## src/rtl/conv_result_streamer.sv

```systemverilog
// 2x2 conv-result capture, max-pool and 5-beat valid/ready byte streamer.
// Optional build macro CONV_STREAM_RELU_EN: ReLU on capture (signed inputs clamped at 0).
module conv_result_streamer #(
  parameter int DATA_W = 8,
  parameter int CNT_W  = 8
) (
  input  logic              clk_in,
  input  logic              rst,
  input  logic              in_valid,
  output logic              in_ready,
  input  logic [DATA_W-1:0] r00,
  input  logic [DATA_W-1:0] r01,
  input  logic [DATA_W-1:0] r10,
  input  logic [DATA_W-1:0] r11,
  output logic [DATA_W-1:0] out_data,
  output logic              out_valid,
  input  logic              out_ready,
  output logic              out_last,
  output logic              busy,
  output logic [CNT_W-1:0]  frame_cnt
);

  localparam logic [1:0] ST_IDLE = 2'd0;
  localparam logic [1:0] ST_CALC = 2'd1;
  localparam logic [1:0] ST_SEND = 2'd2;

  logic [1:0]        state;
  logic [2:0]        beat_idx;
  logic [2:0]        nxt_idx;
  logic [DATA_W-1:0] e0, e1, e2, e3;
  logic [DATA_W-1:0] max_reg;
  logic [DATA_W-1:0] max_01, max_23, max_all;
  logic [DATA_W-1:0] nxt_data;

  function automatic logic [DATA_W-1:0] cap_elem(input logic [DATA_W-1:0] x);
`ifdef CONV_STREAM_RELU_EN
    return x[DATA_W-1] ? '0 : x;
`else
    return x;
`endif
  endfunction

  always_comb begin
    max_01  = (e0 > e1) ? e0 : e1;
    max_23  = (e2 > e3) ? e2 : e3;
    max_all = (max_01 > max_23) ? max_01 : max_23;
  end

  assign nxt_idx = beat_idx + 3'd1;

  always_comb begin
    nxt_data = max_reg;
    case (nxt_idx)
      3'd1:    nxt_data = e1;
      3'd2:    nxt_data = e2;
      3'd3:    nxt_data = e3;
      default: nxt_data = max_reg;
    endcase
  end

  // The first SEND cycle only loads the output register with beat 0, so every
  // stream output is a flop and out_ready never reaches out_valid combinationally.
  always_ff @(posedge clk_in or posedge rst) begin
    if (rst) begin
      state     <= ST_IDLE;
      beat_idx  <= '0;
      e0        <= '0;
      e1        <= '0;
      e2        <= '0;
      e3        <= '0;
      max_reg   <= '0;
      out_data  <= '0;
      out_valid <= 1'b0;
      out_last  <= 1'b0;
      frame_cnt <= '0;
    end else begin
      case (state)
        ST_IDLE: begin
          if (in_valid) begin
            e0    <= cap_elem(r00);
            e1    <= cap_elem(r01);
            e2    <= cap_elem(r10);
            e3    <= cap_elem(r11);
            state <= ST_CALC;
          end
        end
        ST_CALC: begin
          max_reg  <= max_all;
          beat_idx <= '0;
          state    <= ST_SEND;
        end
        ST_SEND: begin
          if (!out_valid) begin
            out_valid <= 1'b1;
            out_data  <= e0;
            out_last  <= 1'b0;
          end else if (out_ready) begin
            if (beat_idx == 3'd4) begin
              out_valid <= 1'b0;
              out_data  <= '0;
              out_last  <= 1'b0;
              beat_idx  <= '0;
              frame_cnt <= frame_cnt + 1'b1;
              state     <= ST_IDLE;
            end else begin
              beat_idx <= nxt_idx;
              out_data <= nxt_data;
              out_last <= (nxt_idx == 3'd4);
            end
          end
        end
        default: state <= ST_IDLE;
      endcase
    end
  end

  assign in_ready = (state == ST_IDLE);
  assign busy     = (state != ST_IDLE);

endmodule

```

## config.mk

```make
export PLATFORM = sky130hd
export DESIGN_NAME = conv_result_streamer
export DESIGN_NICKNAME = d
export VERILOG_FILES = /design/src/rtl/conv_result_streamer.sv
export SDC_FILE = /design/constraint.sdc
export NUM_CORES = 1
export LEC_CHECK = 0
export ABC_AREA = 0
export BUFFER_PORTS_ARGS = -buffer_cell sky130_fd_sc_hd__buf_2
export CORE_MARGIN = 2
export CORE_UTILIZATION = 52
export DETAILED_ROUTE_END_ITERATION = 6
export PLACE_DENSITY = 0.85
export SKIP_CTS_REPAIR_TIMING = 1
export SLEW_MARGIN = 20
export SYNTH_ARGS = -nofsm -noshare
export SYNTH_HDL_FRONTEND = slang
export SYNTH_SLANG_ARGS = --single-unit
```

## constraint.sdc

```tcl
create_clock -name clk_in -period 3.3 [get_ports clk_in]
set_clock_uncertainty 0.2 [all_clocks]
set_input_delay 0.66 -clock clk_in [delete_from_list [all_inputs] [get_ports clk_in]]
set_output_delay 0.66 -clock clk_in [all_outputs]
set_load 0.01 [all_outputs]
```

==> results by group, run 1 <==
Run status
  – Outcome: complete, but fails checks
  – Failing checks: setup timing

Drt
  – Met1 wire length: 3.883 mm
  – Total length of routed wires: 9.956 mm
  – 1st-pass router iterations: 6
  – Detail Route met2 WL: 4.995 mm
  – Met3 Routed Length: 718 um
  – Number of routed nets with antenna violations: 0
  – DRT iter0 DRCs: 335
  – Avg WL per Cell: 17.34 um
  – Top sig layer: met4
  – Via count: 3,413
  – DR DRC count: 0
  – Drt via density: 5.946

Synthesis
  – Ys flop type: dfrtp_1
  – Post-synthesis sequential area ratio: 43.18%
  – Mean post-synth cell area: 9.710 um2
  – Cell with the most instances after synthesis: dfrtp_1
  – Xor/xnor cell area share of the yosys netlist: 1.919%
  – Netlist Area Pre-Place: 3651 um2
  – Syn Inst Count: 376
  – Post-synth EDFFs: 0
  – Post-synth ARST share: 100.0%
  – Yosys reg bits: 63
  – Top post-synthesis cells by area: dfrtp_1 (43%), ha_1 (11%), o21ai_0 (4.9%)
  – Mux cell area share after synthesis: 5.929%
  – Adder-cell area share of the yosys netlist: 10.62%
  – Netlist cell types: 42
  – Compound-Gate Fraction of Synth Area: 19.88%
  – Synth area leader: dfrtp_1
  – Post-Synth Simple-Gate Area: 13.30%
  – Synth top area share: 43.18%
  – Syn nets: 443
  – Largest family of logic cells by synthesized area: compound AO/OA/AOI/OAI gates
  – Top cells by count, synth: dfrtp_1 (63), nand2_1 (47), o21ai_0 (36)
  – Synth warn: 0

Timing
  – Final worst slack: -0.2427 ns
  – Slew headroom: 50.56%
  – Final setup vio count: 8
  – Worst-margin pin slew: 0.7391 ns
  – Highest clock rate: 282.3 MHz
  – Hold_ws: 0.2335 ns
  – RSZ-0062 raised after global routing: yes
  – Minimum clock period: 3.543 ns
  – Slew Limit Fails: 0
  – Fin. Hold Viols: 0
  – Fin crit share: 107.4%

Setup path
  – Startpoint class of the critical path: register
  – Worst Path Arrival: 3.57 ns
  – CP Max Fanout: 8
  – Worst endpoint required time: 3.33 ns
  – Class of the most critical setup path: reg2reg
  – Crit path capture type: register

Clock tree
  – Clock root cell: clkbuf_8
  – CTS tree: built
  – Skew-Pair Late Insertion Delay: 0.35 ns
  – Clk buf depth: 2
  – H-tree Lvls: 3
  – Number of clock sinks: 63
  – CTS Buf Count: 9
  – Clock slew at reported path FFs: 0.07 ns

Floorplanning
  – Rows: 30
  – Initial cell density of the core: 53.74%
  – Std-Cell Core Area: 6794 um2
  – Die Area: 7707 um2
  – Die W: 87.79 um
  – Chip height: 87.79 um
  – IO Pins: 56

Pwr
  – Power Density: 1313 nW/um2
  – PnR Total Power: 6144 uW
  – Max IR drop VDD: 0.7525 mV
  – Pleak: 0.002226 uW

GRT
  – Grt ovf: 0
  – Initial antenna violation count: 0
  – GR Util All Layers: 25.40%
  – First-pass GRT wire length: 15.07 mm
  – Vias in the first global route: 3,233
  – Maximum number of pins on one net before global-route repair: 57

Placement
  – RePlAce Congestion: 0.9856
  – Worst slack at placement: -0.1488 ns
  – HPWL after DPL: 6.761 mm
  – Number of port buffers: 55

Cells and area
  – Area Growth Syn to Fin: 28.17%
  – Diode count: 0
  – Final Net Count: 540
  – Fillers: 504
  – Share of layout cells above drive strength 1: 34.52%

Job
  – Max Cap Viol: 0

Worst hold path
  – Worst Hold Class: in2async
## critical path, cell delays in order, from the launching register on
cell      delay, ns
dfrtp_1        0.36
inv_1          0.08
ha_1           0.31
nand4_1        0.16
nand2b_1       0.16
o22ai_2        0.11
buf_4          0.18
or3_4          0.33
nand2_1        0.08
ha_1           0.24
nor2b_4        0.13
o211ai_1       0.21
a21oi_2        0.11
o31ai_4        0.34
buf_6          0.18
a211o_1        0.13
o211ai_1       0.10
## cell type report
class                   count  area [um2]  area share (%)
multi-input cells         268        2048           43.77
repair buffers            102       635.6           13.58
flip-flops and latches     63        1577           33.69
clock buffers              12       145.1           3.102
inverters                  29       108.9           2.326
clock inverters             4       45.04          0.9626
well taps                  96       120.1           2.567
## kinds of logic after synthesis
family | count (synthesis)
compound gates | 108
simple gates | 100
flops | 63
buf+inv | 46
fa+ha+maj | 31
mux | 20
xor+xnor | 8
## layer usage
metal | GRT usage [%] | vias to the layer above
met3 | 5.655 | 37
met1 | 30.59 | 1653
met5 | 0 | -
met4 | 10.35 | 0
li1 | - | 1562
met2 | 44.01 | 161
## final timing paths
kind | startpoint | end | slack (ns) | depth (start not counted)
max reg2reg | e1[6]$_DFFE_PP0P_ | max_reg[1]$_DFFE_PP0N_ | -0.24 | 16
min reg2reg | frame_cnt[7]$_DFFE_PP0P_ | frame_cnt[7]$_DFFE_PP0P_ | 0.26 | 1
max | e1[6]$_DFFE_PP0P_ | max_reg[1]$_DFFE_PP0N_ | -0.24 | 16
max in group asynchronous | rst | state[1]$_DFFE_PP0P_ | 1.95 | 3
min in group clk_in | frame_cnt[7]$_DFFE_PP0P_ | frame_cnt[7]$_DFFE_PP0P_ | 0.26 | 1
min | rst | e0[4]$_DFFE_PP0P_ | 0.23 | 2
## placed cells by master, fill, tap and decap left out, drive strengths merged, types with 4 or more instances in the layout
cell type,netlist,final
nand4,9,9
clkbuf,9,12
o211ai,10,10
nor2,19,19
a211o,7,7
mux2i,7,7
a222oi,8,8
nand2b,4,4
or3,6,6
buf,8,101
o221ai,7,7
o21a,8,8
inv,29,29
o21ai,36,36
dfrtp,63,63
a211oi,4,4
a21oi,19,19
xor2,5,5
mux2,13,13
ha,31,31
nand2,47,47
## where the power goes
part           total [uW]  internal, uW  switching [uW]  leakage, uW
logic                4110          1920            2190      0.00135
clock network         664           366             298     0.000100
registers            1370          1100             270     0.000780
total                6140          3380            2760      0.00223
## stage by stage
step | instance area, um2 | std cells | utilization (%) | setup TNS (ns)
6_report | 4679 | 574 | 68.88 | -1.598
5_1_grt | 4679 | 574 | 68.88 | -2.807
4_1_cts | 4422 | 560 | 65.08 | -0.9901
3_5_place_dp | 4232 | 544 | 62.28 | -0.8868
3_3_place_gp | 4232 | 544 | 62.28 | -0.05245
2_1_floorplan | 3661 | 376 | - | 0
Power figures use the tool's default switching activity.
==> inputs of run 2 (changes only) <==
clock period = 2.9 ns   (was 3.3 ns; I/O delays follow)
==> results by group, run 2 (same netlist as run 1, synthesis figures left out) <==
Floorplanning
  – IO Pins: 56
  – Rows: 30
  – Chip height: 87.79 um
  – Die Area: 7707 um2
  – Initial cell density of the core: 53.74%
  – Std-Cell Core Area: 6794 um2
  – Die W: 87.79 um

Drt
  – Via count: 3,624
  – Top sig layer: met4
  – Avg WL per Cell: 17.75 um
  – Met3 Routed Length: 652 um
  – Detail Route met2 WL: 5.512 mm
  – Drt via density: 5.855
  – DR DRC count: 0
  – DRT iter0 DRCs: 376
  – Total length of routed wires: 10.99 mm
  – 1st-pass router iterations: 6
  – Met1 wire length: 4.284 mm
  – Number of routed nets with antenna violations: 0

GRT
  – Maximum number of pins on one net before global-route repair: 57
  – Grt ovf: 0
  – First-pass GRT wire length: 15.84 mm
  – GR Util All Layers: 26.95%
  – Initial antenna violation count: 0
  – Vias in the first global route: 3,458

Setup path
  – Setup slack, reg-to-reg: -0.75 ns
  – Crit-path leading delay family: compound AO/OA/AOI/OAI gates
  – Crit path capture type: register
  – Worst endpoint required time: 2.92 ns
  – Cell chain of the critical path: inv_1, ha_1, nand4_1, nor2_2, a211oi_2, nor2_4, mux2i_2, ha_1, nor2b_1, o211ai_1, a21oi_2, o31ai_4, buf_6, buf_6, a211o_1, o211ai_1
  – Worst R2R Path Depth: 16
  – Worst Path Arrival: 3.67 ns
  – CP Max Fanout: 5
  – Critical path buffers and inverters: 3
  – CP peak stage delay: 0.37 ns
  – CP Launch Point: e3[6]$_DFFE_PP0P_
  – Class of the most critical setup path: reg2reg
  – FF-to-FF Start: e3[6]$_DFFE_PP0P_
  – Startpoint class of the critical path: register
  – CP max stage cell: dfrtp_1
  – Worst R2R End: max_reg[5]$_DFFE_PP0N_

Timing
  – Setup TNS: -5.720 ns
  – Minimum clock period: 3.653 ns
  – Final worst slack: -0.7526 ns
  – Slew headroom: 55.55%
  – Slew Limit Fails: 0
  – Worst-margin pin slew: 0.6658 ns
  – Fin. Hold Viols: 0
  – RSZ-0062 raised after global routing: yes
  – Final setup vio count: 8
  – Highest clock rate: 273.8 MHz
  – Fin crit share: 126.0%

Clock tree
  – Skew-Pair Late Insertion Delay: 0.35 ns
  – Clock root cell: clkbuf_8
  – CTS tree: built
  – H-tree Lvls: 3
  – Clock slew at reported path FFs: 0.08 ns
  – Number of clock sinks: 63
  – Clk buf depth: 2
  – CTS Buf Count: 9

Run status
  – Failing checks: setup timing
  – Outcome: complete, but fails checks

Placement
  – RePlAce Congestion: 0.9267
  – HPWL after DPL: 7.167 mm
  – Number of port buffers: 55
  – Worst slack at placement: -0.5942 ns

Cells and area
  – Diode count: 0
  – Area Growth Syn to Fin: 40.30%
  – Fillers: 444
  – Final Net Count: 585
  – Share of layout cells above drive strength 1: 41.49%
  – Most frequent cells in the layout: buf_4 (83), dfrtp_1 (63), buf_2 (55)
  – Most common cell after layout, fill and taps aside: buf_4

Job
  – Max Cap Viol: 0

Worst hold path
  – Worst Hold Class: in2async
-- run 2: cell types whose count changed in the layout (fill, tap and decap cells not counted), sizes merged --
cell,delta
buf,+46
bufinv,+1
inv,+1
clkbuf,-3
clkinv,+1
and4bb,-1
-- run 2: stage by stage --
step	hold slack, ns	cells	cell area, um2	util, %
after floorplan	0.2488	376	3682	-
after global placement	0.2571	584	4578	67.38
after detailed placement	0.2655	584	4578	67.38
after CTS	0.1473	600	4798	70.63
after global routing	0.1747	619	5122	75.40
final	0.1204	619	5122	75.40
-- run 2: final cells by class --
cell class	count	area [um2]	area share (%)
Multi-Input combinational cell	267	2068	40.38
Sequential cell	63	1577	30.78
Clock inverter	7	96.34	1.881
Inverter	29	108.9	2.125
Timing Repair Buffer	148	1028	20.08
Tap cell	96	120.1	2.345
Clock buffer	9	123.9	2.418
-- run 2: how the worst max path moves through the flow --
stage	endpoint	slack, ns	depth (start not counted)
after floorplan	max_reg[1]$_DFFE_PP0N_	-0.33	14
after global placement	max_reg[4]$_DFFE_PP0N_	-0.36	13
after detailed placement	max_reg[5]$_DFFE_PP0N_	-0.59	14
after CTS	max_reg[5]$_DFFE_PP0N_	-0.59	14
after global routing	max_reg[0]$_DFFE_PP0N_	-0.87	15
final	max_reg[5]$_DFFE_PP0N_	-0.75	16
-- run 2: routing by layer --
metal | GRT usage (%) | vias to the layer above
met5 | 0 | -
met4 | 13.57 | 0
met3 | 4.524 | 51
met2 | 45.59 | 171
met1 | 33.25 | 1760
li1 | - | 1642
Power of run 2 is not shown: default switching activity piles up to over one toggle a cycle in this logic, so the estimate is an artifact.
